**src/rtl/alu_seq.sv**
```systemverilog
// alu_seq: registered ALU with valid/ready handshake, full flag set and iterative signed multiply.
module alu_seq #(
    parameter int data_width    = 8,
    parameter int op_code_width = 4
) (
    input  logic                     clk,
    input  logic                     rst,
    input  logic                     in_valid,
    output logic                     in_ready,
    input  logic [op_code_width-1:0] OP,
    input  logic [data_width-1:0]    data_in,
    input  logic [data_width-1:0]    cr_in,
    input  logic                     cy_in,
    output logic                     out_valid,
    output logic [data_width-1:0]    data_out,
    output logic                     cy,
    output logic                     ov,
    output logic                     z,
    output logic                     n,
    output logic                     busy
);
    localparam int W = data_width;
    typedef enum logic {IDLE, MUL} state_t;
    state_t state_q, state_d;
    logic [3:0] op;
    logic [W-1:0] data_q, ma_q, cnt_q, res, wval, mres;
    logic [2*W-1:0] p_q, p_d, mprod;
    logic [W:0] sum, diff, msum;
    logic cy_q, ov_q, z_q, n_q, vld_q, neg_q;
    logic rcy, rov, wcy, wov, wr_en, accept, last, is_def, is_mul, is_nop, cin, start;
    assign op        = OP[3:0];
    assign is_def    = ((OP >> 4) == '0) && (op <= 4'd13);
    assign is_mul    = is_def && op == 4'd13;
    assign is_nop    = is_def && op == 4'd7;
    assign in_ready  = state_q == IDLE;
    assign busy      = ~in_ready;
    assign accept    = in_valid && in_ready;
    assign start     = accept && is_mul;
    assign last      = cnt_q == W'(W - 1);
    assign cin       = (op == 4'd8 || op == 4'd9) && cy_in;
    assign sum       = {1'b0, cr_in} + {1'b0, data_in} + {{W{1'b0}}, cin};
    assign diff      = {1'b0, cr_in} - {1'b0, data_in} - {{W{1'b0}}, cin};
    // one shift-add step: add multiplicand to the high half when the low bit is set, then shift right
    assign msum      = {1'b0, p_q[2*W-1:W]} + (p_q[0] ? {1'b0, ma_q} : '0);
    assign p_d       = {msum, p_q[W-1:1]};
    assign mprod     = neg_q ? -p_d : p_d;
    assign mres      = mprod[W-1:0];
    assign out_valid = vld_q;
    assign data_out  = data_q;
    assign cy        = cy_q;
    assign ov        = ov_q;
    assign z         = z_q;
    assign n         = n_q;
    always_comb begin
        res = '0;
        rcy = 1'b0;
        rov = 1'b0;
        case (is_def ? op : 4'd15)
            4'd0: res = data_in;
            4'd1, 4'd8: begin
                res = sum[W-1:0];
                rcy = sum[W];
                rov = (cr_in[W-1] == data_in[W-1]) && (sum[W-1] != cr_in[W-1]);
            end
            4'd2, 4'd9: begin
                res = diff[W-1:0];
                rcy = diff[W];
                rov = (cr_in[W-1] != data_in[W-1]) && (diff[W-1] != cr_in[W-1]);
            end
            4'd3: res = cr_in & data_in;
            4'd4: res = cr_in | data_in;
            4'd5: res = cr_in ^ data_in;
            4'd6: res = ~data_in;
            4'd10: begin
                res = {data_in[W-2:0], 1'b0};
                rcy = data_in[W-1];
            end
            4'd11: begin
                res = {1'b0, data_in[W-1:1]};
                rcy = data_in[0];
            end
            4'd12: begin
                res = {data_in[W-1], data_in[W-1:1]};
                rcy = data_in[0];
            end
            default: ;
        endcase
    end
    always_comb begin
        state_d = state_q;
        wval    = res;
        wcy     = rcy;
        wov     = rov;
        wr_en   = accept && !is_mul && !is_nop;
        if (state_q == MUL) begin
            wval    = mres;
            wcy     = mprod != {{W{mres[W-1]}}, mres};
            wov     = wcy;
            wr_en   = last;
            state_d = last ? IDLE : MUL;
        end else if (start) begin
            state_d = MUL;
        end
    end
    always_ff @(posedge clk) begin
        if (rst) begin
            state_q <= IDLE;
            data_q  <= '0;
            cy_q    <= 1'b0;
            ov_q    <= 1'b0;
            z_q     <= 1'b0;
            n_q     <= 1'b0;
            vld_q   <= 1'b0;
            ma_q    <= '0;
            p_q     <= '0;
            cnt_q   <= '0;
            neg_q   <= 1'b0;
        end else begin
            state_q <= state_d;
            vld_q   <= wr_en;
            if (wr_en) begin
                data_q <= wval;
                cy_q   <= wcy;
                ov_q   <= wov;
                z_q    <= wval == '0;
                n_q    <= wval[W-1];
            end
            if (state_q == IDLE && start) begin
                ma_q  <= cr_in[W-1] ? -cr_in : cr_in;
                p_q   <= {{W{1'b0}}, (data_in[W-1] ? -data_in : data_in)};
                neg_q <= cr_in[W-1] ^ data_in[W-1];
                cnt_q <= '0;
            end else if (state_q == MUL) begin
                p_q   <= p_d;
                cnt_q <= cnt_q + 1'b1;
            end
        end
    end
endmodule
```
**config.mk**
```make
export PLATFORM = sky130hd
export DESIGN_NAME = alu_seq
export DESIGN_NICKNAME = d
export VERILOG_FILES = /design/src/rtl/alu_seq.sv
export SDC_FILE = /design/constraint.sdc
export NUM_CORES = 1
export LEC_CHECK = 0
export ABC_AREA = 1
export BUFFER_PORTS_ARGS = -buffer_cell sky130_fd_sc_hd__buf_2
export CAP_MARGIN = 0
export CORE_AREA = 2 2 141 143
export CTS_CLUSTER_DIAMETER = 50
export CTS_CLUSTER_SIZE = 8
export DETAILED_ROUTE_END_ITERATION = 8
export DIE_AREA = 0 0 143 145
export SKIP_CTS_REPAIR_TIMING = 1
export SLEW_MARGIN = 40
export SYNTH_ARGS = -nofsm -noshare
export SYNTH_HDL_FRONTEND = slang
export SYNTH_SLANG_ARGS = --single-unit
```
**constraint.sdc**
```tcl
create_clock -name clk -period 5.6 [get_ports clk]
set_clock_uncertainty 0.1 [all_clocks]
set_input_delay 1.12 -clock clk [delete_from_list [all_inputs] [get_ports clk]]
set_output_delay 1.12 -clock clk [all_outputs]
set_load 0.01 [all_outputs]
```
==> impl_metrics.py <==
metrics = {
    "logic_synthesis": {
        "yosys_warnings": 0,
        "syn_area_um2": 4740,
        "yosysSeqAreaShare_pct": 19.4,
        "synth_seq_cells": 46,
        "syn_avg_cell_area_um2": 6.03,
        "ys_types": 42,
        "synth_nets": 857,
        "synth_cells": 786,
    },
    "worst_setup_path": {
        "r2r_cells": 19,
        "cp.required_ns": 5.73,
        "path_max_fanout": 5,
        "cp-start-kind": "input port",
        "end_kind": "register",
        "worst_ep_arrival_time_ns": 3.86,
        "worst-setup-path-type": "in -> reg",
    },
    "placed_design": {
        "place_congestion": 0.933,
        "hpwl_um": 11400,
        "dp_cells": 1073,
        "io_buffers": 38,
    },
    "clocking": {
        "cts_tree": "built",
        "htree_levels": 2,
        "clockBufferDepth": 2,
        "clkLatencyLatePin_ns": 0.29,
        "cts_made_buffers": 5,
        "clkSinkCount": 46,
        "cts-root-buf": "clkbuf_16",
        "cts.clk_slew.worst_paths_ns": 0.07,
    },
    "detailed_routing": {
        "drcViolationCount": 0,
        "ant_nets": 0,
        "wl_per_cell_um": 13.1,
        "drt_pass1_iterations": 5,
        "drtIter0Drc": 520,
        "vias": 5036,
        "wl_um": 14200,
        "routed_via_density": 4.65,
    },
    "power_and_ir_drop": {
        "total_power_w": 0.000963,
        "vdd_drop_max_mv": 0.158,
        "powerDensity_nw_per_um2": 180,
        "p_leak_nw": 2.71,
    },
    "floorplan": {
        "die_w_um": 143,
        "dieArea_um2": 20700,
        "die_h_um": 145,
        "start_util_pct": 24.7,
        "ios": 39,
        "num_rows": 51,
        "coreArea_um2": 19200,
    },
    "timing": {
        "finalHoldViolCount": 0,
        "fin_tns_setup_ns": 0,
        "worst_pin_slew_ns": 0.717,
        "fin_crit_sh_pct": 66.7,
        "finalSetupViolations": 0,
        "relSlewSlack_pct": 52.1,
        "slew_violations": 0,
        "max_freq_mhz": 268,
        "min_period_ns": 3.74,
        "rsz0062_at_grt": "false",
    },
    "layout": {
        "final_layout_size_suffix_gt1_share_pct": 10.7,
        "area_delta_synth_final_pct": 12.8,
        "final_util_pct": 27.8,
        "final_cells": 1082,
        "nets": 886,
    },
    "global_route": {
        "grt_max_degree": 32,
        "gr-total-overflow": 0,
        "grt_pass1_vias": 4672,
        "grtUsageTotal_pct": 14.0,
        "grt_first_pass_wirelength_um": 23500,
        "antenna_found_initial": 0,
    },
    "job": {
        "maxCapViolCount": 0,
    },
    "min_path": {
        "holdPathStages": 2,
        "hp-class": "reg -> reg",
    },
    "run_status": {
        "status": "finished clean",
    },
}
per-layer routing:
layer | track usage [%] | part of all wire (%) | vias to the layer above
met5 | 0 | 0 | -
met3 | 1.82 | 4.4 | 15
met2 | 23.5 | 47 | 112
met1 | 18.8 | 47 | 2278
li1 | - | - | 2631
met4 | 3.96 | 1.8 | 0
where the power goes:
part	leakage, nW	internal (W)	switching [W]
sequential	0.374	0.000338	0.00000803
combinational	2.25	0.0000908	0.000178
clock	0.0842	0.000212	0.000137
total	2.71	0.000640	0.000323
placed cells by master (no fill, tap or decap), types with 2 or more instances in the layout:
master | synthesis | final
nand3b_1 | 4 | 4
buf_2 | 4 | 38
xor2_1 | 9 | 9
o221ai_1 | 4 | 4
o21ai_2 | 3 | 3
nor2_1 | 83 | 83
buf_4 | 2 | 2
a21oi_2 | 2 | 2
clkbuf_16 | 0 | 5
o22ai_1 | 9 | 9
fa_1 | 5 | 5
o21bai_1 | 3 | 3
ha_1 | 42 | 42
o21ai_0 | 41 | 41
dfxtp_1 | 46 | 45
clkinv_1 | 2 | 2
nand3_2 | 5 | 5
o211ai_1 | 8 | 8
nor3_1 | 12 | 12
or2_2 | 4 | 4
inv_1 | 105 | 105
a31oi_1 | 4 | 4
nand3_1 | 63 | 63
o21a_1 | 2 | 2
inv_2 | 6 | 6
nand2_2 | 13 | 13
nand4_1 | 10 | 10
a21oi_1 | 55 | 55
o21ai_1 | 10 | 10
nand2_1 | 206 | 206
nor2_2 | 4 | 4
path summary, 6_finish.rpt:
path	startpoint	end	slack, ns
setup / recovery	OP[3]	z$_SDFFE_PP0P_	1.86
setup reg to reg	p_q[0]$_SDFFE_PP0P_	ov$_SDFFE_PP0P_	2.63
hold / removal	p_q[8]$_SDFFE_PP0P_	p_q[8]$_SDFFE_PP0P_	0.39
hold reg to reg	p_q[8]$_SDFFE_PP0P_	p_q[8]$_SDFFE_PP0P_	0.39
through the flow:
step | setup WS, ns | hold WS, ns | cell area (um2)
global placement | 1.64 | 0.356 | 5170
finish | 1.86 | 0.388 | 5340
global route | 1.54 | 0.410 | 5340
detailed placement | 1.60 | 0.376 | 5170
floorplan | 2.12 | 0.345 | 4740
CTS | 1.91 | 0.388 | 5340
logic make-up after synthesis:
group | after synthesis | share of synthesized area (%)
buf+inv | 131 | 11.1
flops | 46 | 19.4
fa+ha+maj | 47 | 13.2
simple gates | 408 | 37.3
compound gates | 145 | 17.3
xor+xnor | 9 | 1.66
state kept, by name, summed over array words and instances (netlist names):
signal,count
z,1
out_valid,1
cy,1
cnt_q,8
data_out,8
ov,1
ma_q,8
neg_q,1
busy,1
p_q,16
area by class of cell:
| type | count | area (um2) |
|---|---|---|
| Antenna cell | 1 | 2.50 |
| Clock buffer | 5 | 125 |
| Clock inverter | 3 | 43.8 |
| Fill cell | 2176 | 13900 |
| Inverter | 113 | 424 |
| Multi-Input combinational cell | 609 | 3290 |
| Sequential cell | 46 | 922 |
| Tap cell | 265 | 332 |
| Timing Repair Buffer | 40 | 205 |
cell usage after synthesis:
library cell | n | area share (%)
clkbuf_1 | 9 | 0.71
o221ai_1 | 4 | 0.74
o21ai_0 | 41 | 4.3
clkbuf_8 | 1 | 0.29
o211ai_1 | 8 | 1.3
nand2_2 | 13 | 1.7
buf_2 | 4 | 0.42
nor3_1 | 12 | 1.3
buf_6 | 1 | 0.24
nor2_2 | 4 | 0.53
nand3b_1 | 4 | 0.63
fa_1 | 5 | 2.1
inv_2 | 6 | 0.48
a21oi_2 | 2 | 0.37
o2111ai_1 | 1 | 0.18
o21a_1 | 2 | 0.32
a21o_1 | 1 | 0.16
a21oi_1 | 55 | 5.8
a22oi_1 | 1 | 0.16
or2_2 | 4 | 0.53
a31oi_1 | 4 | 0.53
and2_1 | 1 | 0.13
nand2_1 | 206 | 16
nand3_2 | 5 | 1.1
o21ai_1 | 10 | 1.1
nor4_2 | 1 | 0.26
clkbuf_4 | 1 | 0.16
buf_4 | 2 | 0.32
o21ai_2 | 3 | 0.55
inv_1 | 105 | 8.3
or2_1 | 1 | 0.13
o31ai_1 | 1 | 0.16
and3_1 | 1 | 0.13
nand3_1 | 63 | 6.7
dfxtp_1 | 46 | 19
o21bai_1 | 3 | 0.48
nand4_1 | 10 | 1.3
o22ai_1 | 9 | 1.2
ha_1 | 42 | 11
nor2_1 | 83 | 6.6
clkinv_1 | 2 | 0.16
xor2_1 | 9 | 1.7
critical path, stage by stage:
cell and delay (ns):
buf_2 0.10, inv_1 0.06, nor2_1 0.25, nand3_1 0.19
fa_1 0.44, fa_1 0.43, nor2_1 0.18, nor2_1 0.07
nor2_1 0.09, nand2_1 0.05, nand3_1 0.08, o21ai_1 0.07
o21ai_1 0.17, and2_1 0.18, nand2_1 0.06, nor2_1 0.10
nand4_1 0.08, a21oi_1 0.14
Note: power is estimated with default switching activity, not from simulation.
